$ cat src/rtl/tx_scheduler.sv
// tx_scheduler: two-requester byte scheduler feeding a serial transmitter.
// Ports: clk, rst (sync, active-low), req0/data0, req1/data1 in;
//        data, send, ack0, ack1, busy out (all registered).
// Parameter FRAME_CYCLES: transmitter cycles per frame (1..255).
// Macro TX_SCHED_RR_EN: round-robin on ties (else requester 0 wins).
module tx_scheduler #(
    parameter int unsigned FRAME_CYCLES = 10
) (
    input  logic       clk,
    input  logic       rst,
    input  logic       req0,
    input  logic [7:0] data0,
    input  logic       req1,
    input  logic [7:0] data1,
    output logic [7:0] data,
    output logic       send,
    output logic       ack0,
    output logic       ack1,
    output logic       busy
);

    typedef enum logic [1:0] {
        IDLE = 2'd0,
        SEND = 2'd1,
        WAIT = 2'd2
    } state_t;

    state_t     state, state_n;
    logic [7:0] cnt, cnt_n;
    logic [7:0] data_n;
    logic       send_n, ack0_n, ack1_n, busy_n;
    logic       gnt1;

`ifdef TX_SCHED_RR_EN
    // last1: requester 1 won the most recent grant
    logic last1, last1_n;
    assign gnt1 = req1 & (~req0 | ~last1);
`else
    assign gnt1 = req1 & ~req0;
`endif

    always_comb begin
        state_n = state;
        cnt_n   = cnt;
        data_n  = data;
        send_n  = 1'b0;
        ack0_n  = 1'b0;
        ack1_n  = 1'b0;
        busy_n  = busy;
`ifdef TX_SCHED_RR_EN
        last1_n = last1;
`endif
        unique case (state)
            IDLE: begin
                busy_n = 1'b0;
                if (req0 | req1) begin
                    state_n = SEND;
                    data_n  = gnt1 ? data1 : data0;
                    send_n  = 1'b1;
                    ack0_n  = ~gnt1;
                    ack1_n  = gnt1;
                    busy_n  = 1'b1;
                    cnt_n   = 8'(FRAME_CYCLES - 1);
`ifdef TX_SCHED_RR_EN
                    last1_n = gnt1;
`endif
                end
            end
            SEND: begin
                state_n = WAIT;
                busy_n  = 1'b1;
            end
            WAIT: begin
                busy_n = 1'b1;
                // cnt counts FRAME_CYCLES-1 down to 0: WAIT spans one frame
                if (cnt == 8'd0) begin
                    state_n = IDLE;
                    busy_n  = 1'b0;
                end else begin
                    cnt_n = cnt - 8'd1;
                end
            end
            default: begin
                state_n = IDLE;
                busy_n  = 1'b0;
            end
        endcase
    end

    always_ff @(posedge clk) begin
        if (!rst) begin
            state <= IDLE;
            cnt   <= 8'd0;
            data  <= 8'h00;
            send  <= 1'b0;
            ack0  <= 1'b0;
            ack1  <= 1'b0;
            busy  <= 1'b0;
`ifdef TX_SCHED_RR_EN
            last1 <= 1'b1;
`endif
        end else begin
            state <= state_n;
            cnt   <= cnt_n;
            data  <= data_n;
            send  <= send_n;
            ack0  <= ack0_n;
            ack1  <= ack1_n;
            busy  <= busy_n;
`ifdef TX_SCHED_RR_EN
            last1 <= last1_n;
`endif
        end
    end

endmodule

$ cat config.mk
export PLATFORM = sky130hd
export DESIGN_NAME = tx_scheduler
export DESIGN_NICKNAME = d
export VERILOG_FILES = /design/src/rtl/tx_scheduler.sv
export SDC_FILE = /design/constraint.sdc
export NUM_CORES = 1
export LEC_CHECK = 0
export CAP_MARGIN = 10
export CORE_MARGIN = 4
export CORE_UTILIZATION = 35
export DETAILED_ROUTE_END_ITERATION = 12
export GPL_TIMING_DRIVEN = 0
export MAX_ROUTING_LAYER = met4
export PLACE_DENSITY = 0.68
export RECOVER_POWER = 25
export SLEW_MARGIN = 25
export SYNTH_ARGS = -nofsm -noshare
export SYNTH_HDL_FRONTEND = slang
export SYNTH_SLANG_ARGS = --single-unit
$ cat constraint.sdc
create_clock -name clk -period 4.2 [get_ports clk]
set_clock_uncertainty 0.1 [all_clocks]
set_input_delay 0.84 -clock clk [delete_from_list [all_inputs] [get_ports clk]]
set_output_delay 0.84 -clock clk [all_outputs]
set_load 0.005 [all_outputs]
==> impl_metrics.env <==
export IMPL_placeable_core_region_mm2=0.002522
export IMPL_hold_path_class="reg2reg"
export IMPL_violations="max-capacitance violations"
export IMPL_cpLargestDelayFamily="simple AND/OR/NAND/NOR gates"
export IMPL_gr_total_overflow=0
export IMPL_gp_congestion=0.7801
export IMPL_finalWorstSetupSlack_ns=1.257
export IMPL_setup_worst_path_start="rst"
export IMPL_ys_seq_area_share_pct=46.50
export IMPL_cap_viol_max_count=1
export IMPL_cts_repair_timing_setup_buffer_count=0
export IMPL_mostFrequentLayoutCells="clkdlybuf4s50_1, dfxtp_1, inv_1, nor2_1, a222oi_1"
export IMPL_place_worst_setup_slack_ns=1.577
export IMPL_post_cts_resized=0
export IMPL_period_needed_ns=2.943
export IMPL_combPwrFrac_pct=28.5
export IMPL_endpoint_kind="flip-flop"
export IMPL_via_count=836
export IMPL_detailedRoute_firstIterationViolations=35
export IMPL_syn_cell_area_um2=947.2
export IMPL_syn2layout_area_growth_pct=37.52
export IMPL_largest_net_degree_at_the_start_of_global_routing=12
export IMPL_per_instance_average_area_after_synthesis_um2=9.765
export IMPL_detail_route_vias_per_cell=5.193
export IMPL_fp_dieW_um=60.02
export IMPL_nets=155
export IMPL_holdBufCountCts=0
export IMPL_final_setup_viol_count=0
export IMPL_timing_final_max_slew_violations=0
export IMPL_ctsRootBufferMaster="clkbuf_4"
export IMPL_cell_leakage_power_uw=0.0005386
export IMPL_num_rows=18
export IMPL_diodes=0
export IMPL_status="finished with violations"
export IMPL_syn_inst=97
export IMPL_buffer_ports_inserted=31
export IMPL_post_route_wl_mm=2.137
export IMPL_report_power_total_uw=479.6
export IMPL_p_int_uw=343.5
export IMPL_mostFrequentLayoutCell="clkdlybuf4s50_1"
export IMPL_drc_errors=0
export IMPL_clk_path_buf_depth=2
export IMPL_timing_hold_worst_start="data[2]"
export IMPL_post_synth_num_cell_types=31
export IMPL_first_global_vias=841
export IMPL_ant_nets_after_route=0
export IMPL_r2r_start="state[1]"
export IMPL_worst_endpoint_data_arrival_time_ns=3.09
export IMPL_power_density_over_the_cells_mw_per_mm2=368.2
export IMPL_route_detailed_wl_per_inst_um=13.27
export IMPL_critical_path_n_buffers_inverters=3
export IMPL_first_pass_grt_wire_length_mm=3.477
export IMPL_number_of_antenna_violations_at_the_first_check_in_global_routing=0
export IMPL_timing_final_hold_violations=0
export IMPL_dieHeight_um=60.02
export IMPL_setup_worst_path_class="in2reg"
export IMPL_max_clock_freq_mhz=339.8
export IMPL_numClockSinks=22
export IMPL_switching_power_uw=136.1
export IMPL_global_route_usage_total_pct=13.20
export IMPL_sequential_fraction_of_design_power_pct=52.2
export IMPL_synth_warning_count=0
export IMPL_fin_crit_sh_pct=70.07
export IMPL_io_pins=32
export IMPL_power_share_clock_pct=19.3
export IMPL_crit_path_max_incr_delay_ns=1.22
export IMPL_die_area_mm2=0.003602
export IMPL_fillers=243
export IMPL_critPathSlowestCell="nor4b_1"
export IMPL_worst_slew_pin_transition_ns=1.463
export IMPL_synth_fp_nets=119
export IMPL_layout_drive_gt1_share_pct=7.634
export IMPL_htree_num_levels=1
export IMPL_place_hpwl_mm=1.622
export IMPL_cp_start_kind="input port"
export IMPL_grt_setup_unrepaired="no"
export IMPL_fin_setup_tns_ns=0
export IMPL_worst_skew_pair_late_latency_ns=0.29
export IMPL_critical_path_cell_chain="clkdlybuf4s50_1, inv_1, nor4b_1, a222oi_1, inv_1"
export IMPL_ys_seq_elements=22
export IMPL_relSlewSlack_pct=1.116
export IMPL_final_core_utilization_pct=51.64
export IMPL_worst_ir_drop_vdd_mv=0.1942
export IMPL_clk_transition_reported_paths_ns=0.12
export IMPL_timing_critical_path_required_ns=4.34
export IMPL_start_util_pct=37.55
export IMPL_drt_pass_1_iters=4
export IMPL_swShare_pct=28.38
export IMPL_cts_buffers_inserted=3
export IMPL_timing_critical_path_mode_cell="inv_1"
export IMPL_clock_tree_from_tritoncts="done"
export IMPL_crit_path_max_fanout=9
## final cells by class
type / count / area, µm² / share of cell area (%)
tap: 30 / 37.54 / 2.882
timing repair buffer: 31 / 310.3 / 23.82
multi-input combinational: 61 / 437.9 / 33.62
inverter: 12 / 45.04 / 3.458
buffer: 2 / 8.758 / 0.6724
sequential: 22 / 440.4 / 33.81
clock buffer: 3 / 22.52 / 1.729
## registers in the layout (all words and copies together) (netlist names)
register	cells
state	2
ack0	1
cnt	8
ack1	1
send	1
busy	1
data	8
## worst min-delay path: cells and delay by family, from the launching register on
kind,cells,cell delay [ns]
AOI/OAI and AO/OA,1,0.08
DFF,1,0.34
buffers and inverters,1,0.05
## through the flow
| step | hold WS, ns | instance area, µm² | instances |
|---|---|---|---|
| floorplan | 0.3573 | 947.2 | 97 |
| global placement | 0.3650 | 1295 | 158 |
| detailed placement | 0.3684 | 1295 | 158 |
| CTS | 0.3980 | 1318 | 161 |
| global route | 0.4370 | 1303 | 161 |
| finish | 0.3957 | 1303 | 161 |
## worst paths after layout
kind,cells past startpoint,end,slack [ns]
max,5,data[6],1.26
min,2,data[2],0.40
max reg2reg,4,data[6],1.81
min reg2reg,2,data[2],0.40
## routing by layer
layer  vias up  wire length (µm)  global-route usage (%)
met5         -                 0                       -
met4         0                17                   4.747
met3         2               152                   2.808
met2        26              1006                   21.14
met1       387               961                   16.25
li1        421                 -                       -
## cells in the mapped netlist
cell type	n	area, µm²
nor4b_4	1	23.77
inv_1	12	45.04
nor4_4	1	21.27
a222oi_1	8	80.08
nor4_1	1	6.260
or2_2	2	12.51
or4_1	2	15.01
nor3b_1	1	7.510
a211o_1	1	8.760
nand2_1	4	15.01
a21oi_1	4	20.02
a2111oi_0	1	8.760
mux2_2	1	11.26
nor2_1	10	37.54
and3_1	2	12.51
o21a_1	1	7.510
or3_4	1	11.26
o211ai_1	1	7.510
o21ai_0	4	20.02
nand2b_2	1	8.760
xnor2_1	4	35.03
or3_1	1	6.260
nand2b_1	2	12.51
dfxtp_1	22	440.4
ha_1	2	25.02
clkbuf_1	1	3.750
a211oi_1	2	15.01
nor4bb_1	1	10.01
buf_2	1	5.000
nor4b_1	1	8.760
nor3_1	1	5.000
## logic make-up after synthesis
logic type                 count (synthesis)  share of synthesized area (%)
muxes                                      1                          1.189
AOI/OAI and AO/OA                         22                          17.70
xor gates and xnor gates                   4                          3.698
and+or+nand+nor                           32                          22.59
DFF                                       22                          46.50
buffers and inverters                     14                          5.679
adders and majority gates                  2                          2.642
## power by group through the flow
stage	registers, µW	logic [µW]	clock network [µW]
finish	250	137	92.5
global route	253	153	105
CTS	250	140	97.2
detailed placement	255	139	0
global placement	254	136	0
floorplan	253	80.2	0
No activity file was read; power rests on OpenSTA's default activity.
